[src/rtl/int_nest_sequencer.sv]
// Interrupt nesting sequencer: dispatches prioritised interrupts to the CPU,
// tracks nested handlers on a LIFO stack and acknowledges start/end to the controller.
module int_nest_sequencer #(
    parameter int DEPTH = 4
) (
    input  logic        clk,
    input  logic        rst_n,
    input  logic        sw_gie,
    input  logic        int_flag,
    input  logic [4:0]  int_id,
    input  logic [2:0]  int_priority,
    input  logic [31:0] ivt_base,
    input  logic        irq_ack,
    input  logic        cpu_reti,
    output logic        gie,
    output logic        irq_req,
    output logic [31:0] irq_vector,
    output logic        ack_start,
    output logic [4:0]  ack_start_id,
    output logic        ack_end,
    output logic [4:0]  ack_end_id,
    output logic        active_valid,
    output logic [4:0]  active_id,
    output logic [2:0]  active_priority,
    output logic [3:0]  depth,
    output logic        err_reti
);

    localparam logic [3:0] DEPTH_W = 4'(DEPTH);

    typedef enum logic [1:0] {
        S_IDLE  = 2'd0,
        S_REQ   = 2'd1,
        S_START = 2'd2,
        S_END   = 2'd3
    } state_t;

    state_t      state_q, state_d;
    logic [4:0]  lat_id_q, lat_id_d;
    logic [2:0]  lat_pri_q, lat_pri_d;
    logic [4:0]  stk_id_q  [DEPTH];
    logic [4:0]  stk_id_d  [DEPTH];
    logic [2:0]  stk_pri_q [DEPTH];
    logic [2:0]  stk_pri_d [DEPTH];
    logic [3:0]  depth_q, depth_d;
    logic        reti_pend_q, reti_pend_d;
    logic        err_reti_q, err_reti_d;
    logic        irq_req_q, irq_req_d;
    logic [31:0] irq_vector_q, irq_vector_d;
    logic        ack_start_q, ack_start_d;
    logic [4:0]  ack_start_id_q, ack_start_id_d;
    logic        ack_end_q, ack_end_d;
    logic [4:0]  ack_end_id_q, ack_end_id_d;
    logic        active_valid_q, active_valid_d;
    logic [4:0]  active_id_q, active_id_d;
    logic [2:0]  active_pri_q, active_pri_d;
    logic        eligible_s;

    assign gie = sw_gie;

    // New request may preempt only a strictly lower-priority (numerically larger) handler
    always_comb begin
        eligible_s = int_flag && sw_gie && (depth_q < DEPTH_W) &&
                     ((depth_q == 4'd0) || (int_priority < active_pri_q));
    end

    // Next-state, stack update and registered-output precomputation
    always_comb begin
        state_d        = state_q;
        lat_id_d       = lat_id_q;
        lat_pri_d      = lat_pri_q;
        stk_id_d       = stk_id_q;
        stk_pri_d      = stk_pri_q;
        depth_d        = depth_q;
        reti_pend_d    = reti_pend_q;
        err_reti_d     = err_reti_q;
        irq_vector_d   = irq_vector_q;
        ack_start_id_d = ack_start_id_q;
        ack_end_id_d   = ack_end_id_q;
        active_id_d    = active_id_q;
        active_pri_d   = active_pri_q;

        // In START the push lands this edge, so the stack is never empty for a reti
        if (cpu_reti && !reti_pend_q) begin
            if ((state_q == S_START) || (depth_q != 4'd0)) begin
                reti_pend_d = 1'b1;
            end else begin
                err_reti_d = 1'b1;
            end
        end else begin
            reti_pend_d = reti_pend_q;
        end

        case (state_q)
            S_IDLE: begin
                if (reti_pend_d && (depth_q != 4'd0)) begin
                    state_d      = S_END;
                    ack_end_id_d = active_id_q;
                end else if (eligible_s) begin
                    state_d      = S_REQ;
                    lat_id_d     = int_id;
                    lat_pri_d    = int_priority;
                    irq_vector_d = ivt_base + {25'd0, int_id, 2'b00};
                end else begin
                    state_d = S_IDLE;
                end
            end
            S_REQ: begin
                if (irq_ack) begin
                    state_d        = S_START;
                    ack_start_id_d = lat_id_q;
                end else begin
                    state_d = S_REQ;
                end
            end
            S_START: begin
                for (int i = 0; i < DEPTH; i++) begin
                    if (4'(i) == depth_q) begin
                        stk_id_d[i]  = lat_id_q;
                        stk_pri_d[i] = lat_pri_q;
                    end else begin
                        stk_id_d[i]  = stk_id_q[i];
                        stk_pri_d[i] = stk_pri_q[i];
                    end
                end
                depth_d      = depth_q + 4'd1;
                active_id_d  = lat_id_q;
                active_pri_d = lat_pri_q;
                state_d      = S_IDLE;
            end
            S_END: begin
                active_id_d  = 5'd0;
                active_pri_d = 3'd0;
                for (int i = 0; i < DEPTH; i++) begin
                    if (4'(i) + 4'd1 == depth_q) begin
                        stk_id_d[i]  = 5'd0;
                        stk_pri_d[i] = 3'd0;
                    end else if (4'(i) + 4'd2 == depth_q) begin
                        active_id_d  = stk_id_q[i];
                        active_pri_d = stk_pri_q[i];
                    end else begin
                        stk_id_d[i]  = stk_id_q[i];
                    end
                end
                depth_d     = depth_q - 4'd1;
                reti_pend_d = 1'b0;
                state_d     = S_IDLE;
            end
            default: begin
                state_d = S_IDLE;
            end
        endcase

        irq_req_d      = (state_d == S_REQ);
        ack_start_d    = (state_d == S_START);
        ack_end_d      = (state_d == S_END);
        active_valid_d = (depth_d != 4'd0);
    end

    // State, stack and output registers
    always_ff @(posedge clk or negedge rst_n) begin
        if (!rst_n) begin
            state_q        <= S_IDLE;
            lat_id_q       <= 5'd0;
            lat_pri_q      <= 3'd0;
            for (int i = 0; i < DEPTH; i++) begin
                stk_id_q[i]  <= 5'd0;
                stk_pri_q[i] <= 3'd0;
            end
            depth_q        <= 4'd0;
            reti_pend_q    <= 1'b0;
            err_reti_q     <= 1'b0;
            irq_req_q      <= 1'b0;
            irq_vector_q   <= 32'd0;
            ack_start_q    <= 1'b0;
            ack_start_id_q <= 5'd0;
            ack_end_q      <= 1'b0;
            ack_end_id_q   <= 5'd0;
            active_valid_q <= 1'b0;
            active_id_q    <= 5'd0;
            active_pri_q   <= 3'd0;
        end else begin
            state_q        <= state_d;
            lat_id_q       <= lat_id_d;
            lat_pri_q      <= lat_pri_d;
            stk_id_q       <= stk_id_d;
            stk_pri_q      <= stk_pri_d;
            depth_q        <= depth_d;
            reti_pend_q    <= reti_pend_d;
            err_reti_q     <= err_reti_d;
            irq_req_q      <= irq_req_d;
            irq_vector_q   <= irq_vector_d;
            ack_start_q    <= ack_start_d;
            ack_start_id_q <= ack_start_id_d;
            ack_end_q      <= ack_end_d;
            ack_end_id_q   <= ack_end_id_d;
            active_valid_q <= active_valid_d;
            active_id_q    <= active_id_d;
            active_pri_q   <= active_pri_d;
        end
    end

    assign irq_req         = irq_req_q;
    assign irq_vector      = irq_vector_q;
    assign ack_start       = ack_start_q;
    assign ack_start_id    = ack_start_id_q;
    assign ack_end         = ack_end_q;
    assign ack_end_id      = ack_end_id_q;
    assign active_valid    = active_valid_q;
    assign active_id       = active_id_q;
    assign active_priority = active_pri_q;
    assign depth           = depth_q;
    assign err_reti        = err_reti_q;

endmodule

[config.mk]
export PLATFORM = sky130hd
export DESIGN_NAME = int_nest_sequencer
export DESIGN_NICKNAME = d
export VERILOG_FILES = /design/src/rtl/int_nest_sequencer.sv
export SDC_FILE = /design/constraint.sdc
export NUM_CORES = 1
export LEC_CHECK = 0
export ABC_AREA = 1
export ABC_CLOCK_PERIOD_IN_PS = 3300
export CELL_PAD_IN_SITES_DETAIL_PLACEMENT = 0
export CELL_PAD_IN_SITES_GLOBAL_PLACEMENT = 1
export CORE_MARGIN = 4
export CORE_UTILIZATION = 49
export DETAILED_ROUTE_END_ITERATION = 7
export DONT_BUFFER_PORTS = 1
export PLACE_DENSITY_LB_ADDON = 0.1
export RECOVER_POWER = 100
export SLEW_MARGIN = 25
export SYNTH_ARGS = -nofsm -noshare
export SYNTH_HDL_FRONTEND = slang
export SYNTH_SLANG_ARGS = --single-unit
[constraint.sdc]
create_clock -name clk -period 3.3 [get_ports clk]
set_input_delay 0.33 -clock clk [delete_from_list [all_inputs] [get_ports clk]]
set_output_delay 0.33 -clock clk [all_outputs]
set_load 0.005 [all_outputs]
## Word-level counts from Yosys, hierarchy flattened

Index checks and enable logic that the tools add are counted.

- Output and inout bits: 60
- Input port bits: 46
- Register bits: 102

- Reduce and logical (&&, ||, !) cells: 22
- Add/sub/neg operators: 3
- Bitwise logic cells: 2
- Multiplexer cells: 44
- $lt $le $gt $ge: 2
- Equal/unequal tests: 19

Operators by type and width:

| operator | count |
|---|---|
| 5-bit two-way mux | 16 |
| 3-bit two-way mux | 16 |
| 20-bit one-hot mux with 2 select lines | 1 |
| 32-bit by 7-bit adder with 32-bit output | 1 |
| 12-bit one-hot mux with 2 select lines | 1 |
| 3-bit AND reduction | 5 |
| 5-bit one-hot mux with 2 select lines | 1 |
| 2-bit == test (second input constant) | 4 |
| 2-bit by 4-bit == test with 1-bit output (first input constant) | 2 |
| 3-bit by 4-bit == test with 1-bit output (first input constant) | 2 |
| 2-bit by 1-bit inequality test with 1-bit output (second input constant) | 4 |
| 2-bit inequality test (second input constant) | 4 |
| 4-bit one-hot mux with 2 select lines | 1 |
| 4-bit nonzero test | 2 |
| 2-bit one-hot mux with 3 select lines | 1 |
| 3-bit one-hot mux with 2 select lines | 1 |
| 2-bit AND reduction | 3 |
| 1-bit logical AND | 5 |
| 4-bit by 1-bit adder with 4-bit output (second input constant) | 1 |
| 1-bit by 4-bit == test with 1-bit output (first input constant) | 1 |
| 2-bit by 1-bit == test with 1-bit output (second input constant) | 2 |
| 4-bit logical NOT | 1 |
| 4-bit by 3-bit < comparator with 1-bit output (second input constant) | 1 |
| 1-bit two-way mux | 4 |
| other kinds (9) | 12 |

## Longest topological paths before layout

- Depth in word-level cells: 10
- Depth in mapped cells: 13
- Mapped depth without buffers: 13

## Least setup slack after synthesis

OpenSTA, ideal clock, no wires.

- Path type: input to register
- Start: in int_id[0]
- End: reg irq_vector_q[24], in the netlist irq_vector[24]
- Setup slack: 1.330 ns
- Setup time: 0.117 ns
- Buffers on the path: 0
- Arrival: 1.853 ns
- Stages on the path: 13
- Cell sequence: ha_1 -> inv_1 -> fa_1 -> inv_1 -> nand2_1 -> nand2_1 -> nand2_1 -> o21ai_0 -> nand2_1 -> nand2_1 -> nand2_1 -> nand2_1 -> nand2_1

- Word-level cells in the longest chain between the ends: 1

Ends and longest elaborated chain:

| element | line | source |
|---|---|---|
| start, declared | 10 | `input logic [4:0] int_id,` |
| 32-bit by 7-bit adder with 32-bit output | 103 | `irq_vector_d = ivt_base + {25'd0, int_id, 2'b00};` |
| end signal, assigned | 192 | `irq_vector_q <= irq_vector_d;` |
| end, declared | 49 | `logic [31:0] irq_vector_q, irq_vector_d;` |

No other way between the ends.
A chain may end at the register's enable or synchronous reset.

## Final worst setup path

- Start: reg state_q[1]
- End: reg lat_pri_q[2]

- Word-level cells in the longest chain between the ends: 7
- Elaborated cells between the ends (all ways): 8
- Those cells by class: eq/ne: 1; mux: 2; bitwise: 1; reduce/logical: 4

Ends and longest elaborated chain:

| element | line | source |
|---|---|---|
| start, declared | 38 | `state_t state_q, state_d;` |
| start signal, assigned | 183 | `state_q <= state_d;` |
| 2-bit == test | 85 | `if ((state_q == S_START) \|\| (depth_q != 4'd0)) begin` |
| 1-bit logical OR | 85 |  |
| 1-bit two-way mux | 85 |  |
| 1-bit two-way mux | 84 | `if (cpu_reti && !reti_pend_q) begin` |
| 1-bit logical AND | 96 | `if (reti_pend_d && (depth_q != 4'd0)) begin` |
| 1-bit inverter (no line) | -- |  |
| 3-bit AND reduction (no line) (*) | -- |  |
| end signal, assigned | 185 | `lat_pri_q <= lat_pri_d;` |
| end, declared | 40 | `logic [2:0] lat_pri_q, lat_pri_d;` |

Every way passes the cells marked *; elsewhere a longest branch is shown, timed or not.

==> qor.yml <==
drtIter0Drc: 254
grt_pass1_vias: 4622
die_w_microns: 112
dr.pass1.iters: 5
synthFlopType: "dfrtp_1"
cp.arrival_ps: 2880
insertion_delay_ps: 380
intPower_mw: 2.61
nets: 773
p_sw_frac: 0.395
peakVddDrop_uv: 330
coreArea_sq_um: 10500
clock.fmax_mhz: 377
via_count: 4485
synth_common_cells: "274 x nand2_1, 102 x dfrtp_1, 92 x inv_1"
ios: 106
clockRootBuffer: "clkbuf_8"
relSlewSlack: 0.392
crit_type: "flip-flop to flip-flop"
cts_hold_buf: 2
path_max_fanout: 18
rows: 37
antenna_found_initial: 0
clock_skew_ps: 13.9
fin_crit_sh: 0.804
drv_slew: 0
antenna_cells: 0
initial_core_util: 0.511
p_per_area_nw_per_um2: 762
synth.top_cell.area_share: 0.477
area_growth_syn_to_layout_pct: 6.13
fillers: 1051
multiInputGateArea_sq_um: 2360
power.leakage_nw: 2.97
grt_setup_unrepaired: "false"
cts_max_level: 3
grt_pass1_wl_mm: 22.9
grt_util_all_layers: 0.227
synthTopCellsByArea: "dfrtp_1 48%, nand2_1 19%, inv_1 6.5%"
synth_edf_count: 0
ys_ff_latch: 102
r2r_cells: 7
clkTransAtPathRegs_ps: 100
setup_viol: 0
routed_wl_mm: 14.0
finalSetupTns_ps: 0
ant_nets: 0
finalCriticalPeriod_ps: 2650
avgSynthCellArea_sq_um: 7.49
ys_warn_count: 0
yosysSeqAreaShare: 0.477
end_kind: "flip-flop"
grt_max_degree: 103
cap_violations: 0
synth_top_area_cell: "dfrtp_1"
register_area_sq_um: 2550
p_sw_mw: 1.71
dp_hpwl_mm: 10.3
syn_nets: 772
cts_max_path_buffers: 2
dieArea_sq_um: 12700
timing.hold.ws_ps: 63.0
power_mw: 4.32
io_buffers: 0
avgViaCountPerCell: 5.24
final_cells: 856
yosysUniqueCellTypes: 28
post-route-drc-count: 0
worstSetupStartpointType: "flip-flop"
required_ps: 3530
tightest_slew_ps: 913
status: "complete, no violations"
final_util: 0.543
p_seq_frac: 0.499
cts.sinks: 102
cts_tree: "yes"
pwr-share-comb: 0.313
final_hold_viol_count: 0
die_h_microns: 112
drive_gt1_frac: 0.0306
gp_congestion: 0.869
syn_area_sq_um: 5350
wl_per_cell_microns: 16.3
whs_path_depth: 2
place_inst: 838
cts_resized: 0
overflow: 0
postSynthCellCount: 714
hold_path_class: "primary input to flip-flop"
cts_buffers: 9
postCtsSetupBuffers: 0
yosysMostFrequentCell: "nand2_1"
async_flop_share: 1.00
clockPowerShare: 0.188
==> power by group through the flow <==
stage,logic (mW),clock network (mW),registers [mW]
6_report,1.35,0.812,2.16
3_3_place_gp,1.29,0,2.18
5_1_grt,1.58,0.883,2.22
2_1_floorplan,1.04,0,2.06
3_5_place_dp,1.33,0,2.19
4_1_cts,1.37,0.833,2.17
==> final timing paths <==
check	from	to	slack, ps
setup / recovery	state_q[1]	lat_pri_q[2]	650
hold / removal	ivt_base[0]	irq_vector[0]	60
setup reg to reg	state_q[1]	lat_pri_q[2]	650
hold reg to reg	stk_id_q[2]	stk_id_q[2]	490
max in group asynchronous	rst_n	irq_vector[9]	2320
min in group asynchronous	rst_n	stk_pri_q[4]	600
==> through the flow <==
stage | setup WS (ps) | area (sq um)
final | 648 | 5680
after global routing | 380 | 5680
after CTS | 927 | 5690
after detailed placement | 929 | 5450
after global placement | 994 | 5450
after floorplan | 1330 | 5350
==> layer usage <==
metal  vias up  track usage  routed length (microns)
met1      2073        0.261                     5630
met2       137        0.405                     7030
met3        21       0.0647                     1010
met4         0       0.0793                      282
li1       2254            -                        -
met5         -            0                        0
==> registers in the layout, summed over array words and instances (netlist names) <==
| signal | count |
|---|---|
| state_q | 2 |
| ack_end | 1 |
| irq_vector | 32 |
| ack_start | 1 |
| ack_end_id | 5 |
| reti_pend_q | 1 |
| depth | 4 |
| lat_id_q | 5 |
| active_valid | 1 |
| lat_pri_q | 3 |
| err_reti | 1 |
| irq_req | 1 |
| ack_start_id | 5 |
| active_id | 5 |
| stk_id_q | 20 |
| stk_pri_q | 12 |
| active_priority | 3 |
==> kinds of logic (layout without fill, tap and decap cells) <==
kind of cell             after synthesis  in the layout  synth area share
AO/OA/AOI/OAI                        102            102             0.109
buffers and inverters                107            113            0.0809
flip-flops                           102            102             0.477
adder cells (fa/ha/maj)               12             12            0.0295
AND/OR/NAND/NOR                      380            380             0.285
XOR/XNOR                              11             11            0.0180
==> cell type report <==
| cell class | instances | share of cell area |
|---|---|---|
| multi-input cells | 505 | 0.415 |
| repair buffers | 4 | 0.00860 |
| clock inverters | 5 | 0.0104 |
| well taps | 136 | 0.0300 |
| flip-flops and latches | 102 | 0.450 |
| clock buffers | 11 | 0.0249 |
| inverters | 93 | 0.0615 |
==> layout by cell type, fill, tap and decap left out, types with 2 or more instances in the layout <==
cell	n
inv_1	92
nor2_1	51
or2_2	2
xnor2_1	2
clkbuf_1	2
nand2_1	274
clkinvlp_4	2
clkbuf_8	10
o21ai_0	68
nand3b_1	8
nand4_1	5
dfrtp_1	102
o21bai_1	8
o22ai_1	22
nand3_1	37
xor2_1	9
ha_1	11
==> worst max-delay path: stages, from the launching register on <==
cell	delay, ps
dfrtp_1	570
nand2_1	430
nand3_1	180
nand2_1	110
nand2_1	120
a21oi_4	200
clkbuf_1	710
o21ai_0	180
Note: power is estimated with default switching activity, not from simulation.
